<file path="config.mk">
export PLATFORM = sky130hd
export DESIGN_NAME = status_sticky_ctrl_flat
export DESIGN_NICKNAME = d
export VERILOG_FILES = /design/src/rtl/status_sticky_ctrl_if.sv /design/src/rtl/status_sticky_ctrl.sv /design/src/flat_wrapper.sv
export SDC_FILE = /design/constraint.sdc
export NUM_CORES = 1
export LEC_CHECK = 0
export CORE_MARGIN = 2
export CORE_UTILIZATION = 37
export CTS_CLUSTER_DIAMETER = 100
export DETAILED_ROUTE_END_ITERATION = 8
export PLACE_DENSITY_LB_ADDON = 0.1
export SLEW_MARGIN = 15
export SYNTH_ARGS = -nofsm -noshare
export SYNTH_HDL_FRONTEND = slang
export SYNTH_SLANG_ARGS = --single-unit
</file>
<file path="constraint.sdc">
create_clock -name clock -period 0.9 [get_ports clock]
set_clock_uncertainty 0.1 [all_clocks]
set_input_delay 0.135 -clock clock [delete_from_list [all_inputs] [get_ports clock]]
set_output_delay 0.135 -clock clock [all_outputs]
set_load 0.01 [all_outputs]
</file>
<file path="src/rtl/status_sticky_ctrl_if.sv">
// Bus-side read path of the status controller.
// Handshake: rd_req is a level the CPU raises and holds until it sees rd_ack.
// rd_ack high means rd_data holds a stable snapshot. The CPU then drops rd_req,
// and rd_ack falls at the next clock edge. ovr and irq are free-running status
// outputs and are not part of the handshake.
interface status_sticky_ctrl_if;
    logic       rd_req;
    logic       rd_ack;
    logic [7:0] rd_data;
    logic [7:0] ovr;
    logic       irq;

    // CPU / bus side
    modport master (
        output rd_req,
        input  rd_ack,
        input  rd_data,
        input  ovr,
        input  irq
    );

    // Status controller side
    modport slave (
        input  rd_req,
        output rd_ack,
        output rd_data,
        output ovr,
        output irq
    );
endinterface

</file>
<file path="src/rtl/status_sticky_ctrl.sv">
// Front-end controller for an 8-bit CPU-readable status register.
// Each bit is either transparent (it follows the input) or sticky (it holds
// until a read clears it). A read takes a snapshot, and only the sticky bits in
// that snapshot are cleared. Events that arrive after the snapshot survive.
// Optional feature macro: STATUS_STICKY_EDGE_EN. When it is defined, sticky bits
// latch only on a rising edge of their input. When it is undefined, they latch
// on the input level.
// The debug outputs show the FSM state (0=IDLE, 1=CAPTURE, 2=ACK) and the
// internal status register.
module status_sticky_ctrl #(
    parameter int         NumInputs = 8,
    parameter logic [7:0] ModeMask  = 8'h00,
    parameter logic [7:0] IntMask   = 8'hFF
) (
    input  logic                 clock,
    input  logic                 reset_n,
    input  logic [7:0]           status_in,
    status_sticky_ctrl_if.slave  bus,
    output logic [1:0]           dbg_state,
    output logic [7:0]           dbg_stat
);

    typedef enum logic [1:0] {
        IDLE    = 2'd0,
        CAPTURE = 2'd1,
        ACK     = 2'd2
    } state_t;

    // Bits at or above NumInputs do not exist and always read as 0.
    localparam logic [7:0] ActMask = 8'((9'd1 << NumInputs) - 9'd1);

    state_t     state;
    logic [7:0] s_q;
    logic [7:0] set;
    logic [7:0] clr;
    logic [7:0] stat;
    logic [7:0] stat_next;
    logic [7:0] ovr_q;
    logic [7:0] ovr_next;
    logic       irq_q;
    logic       rd_ack_q;
    logic [7:0] rd_data_q;

`ifdef STATUS_STICKY_EDGE_EN
    logic [7:0] s_qd;

    // Delayed copy of the input stage, used to detect rising edges
    always_ff @(posedge clock) begin
        if (!reset_n) s_qd <= 8'h00;
        else          s_qd <= s_q;
    end

    assign set = s_q & ~s_qd;
`else
    assign set = s_q;
`endif

    // Input stage: register the status nets and drop the bits that do not exist
    always_ff @(posedge clock) begin
        if (!reset_n) s_q <= 8'h00;
        else          s_q <= status_in & ActMask;
    end

    // Next-state logic for the status and overrun registers. Clear is pulsed only
    // in CAPTURE, and only for sticky bits. On a sticky bit, a set wins over a
    // clear in the same cycle.
    always_comb begin
        clr       = 8'h00;
        if (state == CAPTURE) clr = stat & ModeMask;
        stat_next = (ModeMask & ((stat & ~clr) | set)) | (~ModeMask & s_q);
        ovr_next  = ModeMask & ((ovr_q & ~clr) | (set & stat & ~clr));
    end

    // Status, overrun and interrupt registers
    always_ff @(posedge clock) begin
        if (!reset_n) begin
            stat  <= 8'h00;
            ovr_q <= 8'h00;
            irq_q <= 1'b0;
        end else begin
            stat  <= stat_next;
            ovr_q <= ovr_next;
            irq_q <= |(stat & ModeMask & IntMask);
        end
    end

    // Read handshake FSM. It snapshots stat in CAPTURE, holds rd_ack in ACK, and
    // returns to IDLE once rd_req drops.
    always_ff @(posedge clock) begin
        if (!reset_n) begin
            state     <= IDLE;
            rd_ack_q  <= 1'b0;
            rd_data_q <= 8'h00;
        end else begin
            case (state)
                IDLE: begin
                    rd_ack_q <= 1'b0;
                    if (bus.rd_req) state <= CAPTURE;
                end
                CAPTURE: begin
                    rd_data_q <= stat;
                    rd_ack_q  <= 1'b1;
                    state     <= ACK;
                end
                ACK: begin
                    if (!bus.rd_req) begin
                        rd_ack_q <= 1'b0;
                        state    <= IDLE;
                    end
                end
                default: begin
                    rd_ack_q <= 1'b0;
                    state    <= IDLE;
                end
            endcase
        end
    end

    assign bus.rd_ack  = rd_ack_q;
    assign bus.rd_data = rd_data_q;
    assign bus.ovr     = ovr_q;
    assign bus.irq     = irq_q;
    assign dbg_state   = state;
    assign dbg_stat    = stat;

endmodule
</file>
<file path="src/flat_wrapper.sv">
// flat-port wrapper written by rule: the top's interface ports become plain ports
module status_sticky_ctrl_flat 
#(
    parameter int         NumInputs = 8,
    parameter logic [7:0] ModeMask  = 8'h00,
    parameter logic [7:0] IntMask   = 8'hFF
)
  (clock, reset_n, status_in, dbg_state, dbg_stat, bus_rd_req, bus_rd_ack, bus_rd_data, bus_ovr, bus_irq);
  status_sticky_ctrl_if bus_i ();
  input  logic clock;
  input  logic reset_n;
  input  logic [7:0] status_in;
  output logic [1:0] dbg_state;
  output logic [7:0] dbg_stat;
  input wire logic [$bits(bus_i.rd_req)-1:0] bus_rd_req;
  output wire logic [$bits(bus_i.rd_ack)-1:0] bus_rd_ack;
  output wire logic [$bits(bus_i.rd_data)-1:0] bus_rd_data;
  output wire logic [$bits(bus_i.ovr)-1:0] bus_ovr;
  output wire logic [$bits(bus_i.irq)-1:0] bus_irq;
  assign bus_i.rd_req = bus_rd_req;
  assign bus_rd_ack = bus_i.rd_ack;
  assign bus_rd_data = bus_i.rd_data;
  assign bus_ovr = bus_i.ovr;
  assign bus_irq = bus_i.irq;
  status_sticky_ctrl #(.NumInputs(NumInputs), .ModeMask(ModeMask), .IntMask(IntMask)) u_core (.clock(clock), .reset_n(reset_n), .status_in(status_in), .bus(bus_i), .dbg_state(dbg_state), .dbg_stat(dbg_stat));
endmodule
</file>
# == After elaboration in Yosys (flattened, before gate mapping) ==
# Cells that the tools add are included.
# totals
wordCells,16
register_bits,27
# classes
muxes,5
eq_ne,4
n_reduce_logical,2
# ops
cell,n
$pmux W2 S3,1
$mux W2,2
$ne A2 B2 Y1 const B,2
$eq A2 B1 Y1 const B,1
$eq A2 B2 Y1 const B,1
$logic_not A2 Y1,1
$pmux W1 S2,1
$reduce_and A2 Y1,1
$mux W1,1

# == Depth between registers and ports, before layout ==
# depth
word_depth,3
mapped_depth,4
mapped_depth_nobuf,3

# == Worst setup path before layout ==
# No wires, ideal clock.
# synth_path
path_kind,register -> register
from,"register u_core.state[0], in the netlist u_core.dbg_state[0]"
to,"register u_core.rd_data_q[1], in the netlist u_core.bus.rd_data[1]"
setup_time_ps,66
path_slack_ps,-116
period_less_slack_ps,1016
path_stages_with_launch,5
arrival_time_ps,850
path_buffers,1
required_time_ps,734
cell_sequence,dfxtp_1 > nor2b_1 > buf_2 > nand2_1 > a21boi_2
# synth_between
elab_chain_len,1
# synth_rtl
item,line_no,source
start: declaration,status_sticky_ctrl.sv:32,state_t state;
start signal: assignment,status_sticky_ctrl.sv:91,state <= IDLE;
start signal: assignment,status_sticky_ctrl.sv:98,if (bus.rd_req) state <= CAPTURE;
start signal: assignment,status_sticky_ctrl.sv:103,state <= ACK;
$eq A2 B1 Y1,--,
end signal: assignment,status_sticky_ctrl.sv:101,rd_data_q <= stat;
end: declaration,status_sticky_ctrl.sv:42,logic [7:0] rd_data_q;
# Every way passes these cells.
# A chain may end at the register's enable or synchronous reset.

# == Worst setup path after layout ==
# layout_path
from,"register u_core.state[0], in the netlist u_core.dbg_state[0]"
to,"register u_core.rd_data_q[4], in the netlist u_core.bus.rd_data[4]"
# The elaborated chain is that of the path after synthesis.

==> results.json <==
{
  "die_x_um": 54.2,
  "hpwlAfterDp_um": 1060,
  "routabilityCongestion": 0.612,
  "yosys.area_share.simple_pct": 21.3,
  "slowest_stage": "dfxtp_2",
  "cts_tree": "built",
  "synth_area_sq_um": 933,
  "cts_buffers": 3,
  "dpl_cell_area_sq_um": 1260,
  "fin_area_sq_um": 1450,
  "cp-start-kind": "flop",
  "synth-edff-count": 0,
  "holdWs_ns": 0.277,
  "initial_core_util_pct": 38.4,
  "rsz0062_at_grt": "yes",
  "synth_seq_area_share_pct": 57.9,
  "ant_nets": 0,
  "avgRoutedWirePerCell_um": 10.4,
  "yosysUniqueCellTypes": 14,
  "grt_start_max_net_pins": 28,
  "synth_top_area_share_pct": 57.9,
  "grt_antenna_before_repair": 0,
  "worstPathMaxFanout": 5,
  "first_global_vias": 637,
  "power_frac_clock_pct": 24.3,
  "yosysTopAreaCell": "dfxtp_1",
  "place_ws_ns": -0.390,
  "fin_nets": 143,
  "finalHoldViolations": 0,
  "timing.final.ws_setup_ns": -0.181,
  "seqPwrFrac_pct": 61.6,
  "die_y_um": 54.2,
  "intPower_uw": 1600,
  "cts_buffer_depth": 2,
  "worstSetupEndpointType": "flop",
  "coreArea_sq_um": 2430,
  "fin_setup_tns_ns": -4.02,
  "cts_hold_buf": 0,
  "synth_compound_area_share_pct": 11.0,
  "track_usage_pct": 13.4,
  "io_buffers": 29,
  "p_comb_share_pct": 14.1,
  "status": "finished with violations",
  "clock_latency_ns": 0.32,
  "design.die.area_sq_um": 2940,
  "antenna_cells": 0,
  "power.switching_uw": 463,
  "async_flop_share_pct": 0,
  "drc_errors": 0,
  "synthXorXnorAreaFrac_pct": 0,
  "syn-instance-count": 89,
  "min_path_type": "input port to flop",
  "grt_pass1_wl_um": 2670,
  "post_synth.cell_area_avg_sq_um": 10.5,
  "ys_seq_elements": 27,
  "cts.htree.levels": 1,
  "yosys_warnings": 0,
  "clkTransAtPathRegs_ns": 0.13,
  "synth_ff_type": "dfxtp_1",
  "synth_top_family_by_area": "simple AND/OR/NAND/NOR gates",
  "cp_data_required_time_ns": 1.06,
  "io_pins": 39,
  "setup_viol": 30,
  "rows": 18,
  "arrival_ns": 1.24,
  "p_leak_uw": 0.000613,
  "synth_most_common_cell": "dfxtp_1",
  "vias": 694,
  "finalCritPeriodShare_pct": 120,
  "critPathKind": "flop to flop",
  "cts_sinks": 27,
  "initialDrtViolationCount": 2,
  "first_pass_iters": 3,
  "drive_gt1_share_pct": 55.7,
  "synth_fa_ha_area_share_pct": 0,
  "fmax_mhz": 925,
  "syn_to_final_growth_pct": 54.8,
  "cpMostUsedCell": "buf_6",
  "viasPerCell": 4.31,
  "synth_area_leaders": "dfxtp_1 58%, and2_1 11%, a21boi_2 9.7%, buf_4 8.0%, nand2_1 6.4%",
  "utilization_pct": 59.4,
  "synth_common_cells": "27 x dfxtp_1, 16 x and2_1, 16 x nand2_1",
  "cp_cell_sequence": "buf_6 -> nor2b_4 -> buf_6 -> nand2_1 -> a21boi_2",
  "period_needed_ns": 1.08,
  "muxShareOfSynthArea_pct": 0,
  "swShare_pct": 22.5,
  "max_stage_delay_ns": 0.36,
  "cap_violations": 0,
  "drv_slew": 0,
  "drt_wl_total_um": 1680,
  "ir_worst_vdd_v": 0.00102,
  "violations": "setup timing",
  "power.density_nw_per_um2": 1430,
  "gr-total-overflow": 0,
  "cts-root-buf": "clkbuf_4"
}
[power groups by stage]
stage,sequential (uW),combinational [uW],clock [uW]
2_1_floorplan,1300,125,0
3_3_place_gp,1290,232,0
3_5_place_dp,1290,236,0
4_1_cts,1270,275,536
5_1_grt,1280,319,572
6_report,1270,291,500
[final timing paths]
path / startpoint / end / slack, ns / cells past startpoint
setup / recovery: u_core.dbg_state[0]$_SDFFE_PN0P_ / u_core.bus.rd_data[4]$_SDFFE_PN0N_ / -0.18 / 5
hold / removal: status_in[1] / u_core.s_q[1]$_SDFF_PN0_ / 0.28 / 2
setup reg to reg: u_core.dbg_state[0]$_SDFFE_PN0P_ / u_core.bus.rd_data[4]$_SDFFE_PN0N_ / -0.18 / 5
hold reg to reg: u_core.s_q[2]$_SDFF_PN0_ / u_core.dbg_stat[2]$_SDFF_PN0_ / 0.35 / 1
[flip-flops by register name (all words and copies together), names as in the netlist]
register and cells:
u_core.dbg_stat 8, u_core.bus.rd_ack 1, u_core.dbg_state 2, u_core.bus.rd_data 8, u_core.s_q 8
[kinds of logic (layout without fill, tap and decap cells)]
logic type             after synthesis  after routing
buffers and inverters               13             47
AOI/OAI and AO/OA                   10             10
DFF                                 27             27
other                                1              9
and+or+nand+nor                     38             38
[routing by layer]
| metal | GRT usage (%) | vias to the layer above | part of all wire, % |
|---|---|---|---|
| met2 | 23.1 | 27 | 53 |
| met4 | 10.0 | 0 | 2.9 |
| met5 | 0 | - | 0 |
| met1 | 13.9 | 318 | 38 |
| met3 | 3.28 | 5 | 6.0 |
| li1 | - | 344 | - |
[final cells by class]
cell class	count	area [sq um]
tap	30	37.5
fill	227	987
sequential	27	567
clock buffer	4	26.3
multi-input combinational	57	367
timing repair buffer	43	448
[cell usage in the layout, fill, tap and decap left out]
cell	Yosys	final
nand2_2	0	6
clkdlybuf4s50_1	0	10
nand2b_2	0	1
dfxtp_1	27	8
nor2b_2	0	1
clkbuf_4	0	3
dfxtp_2	0	18
dfxtp_4	0	1
buf_6	0	24
buf_12	0	1
buf_4	10	7
and3b_1	1	1
nand3_1	1	1
a21boi_1	0	1
nor2b_4	0	1
a21oi_2	0	1
clkbuf_1	2	1
nand2_1	16	10
nor2b_1	3	1
a21boi_2	8	8
buf_2	1	1
conb_1	1	9
and2_1	16	16
[critical path: cells and delay by family (launching register included)]
| kind | cells | cell delay [ns] |
|---|---|---|
| buffers and inverters | 2 | 0.24 |
| and+or+nand+nor | 2 | 0.23 |
| AOI/OAI and AO/OA | 1 | 0.10 |
| DFF | 1 | 0.36 |
[per-stage QoR]
stage | instances | total power [uW]
global route | 161 | 2170
global placement | 148 | 1520
CTS | 156 | 2080
finish | 161 | 2060
floorplan | 97 | 1420
detailed placement | 148 | 1520
[timing repair]
item | 4_1_cts | 5_1_grt
hold endpoints to repair | 0 | 0
setup endpoints to repair | 30 | 30
buffers inserted | 3 | 5
gates resized for setup | 126 | 4
gates cloned | 1 | 0
pin swaps | 2 | 3
Power figures use the tool's default switching activity.
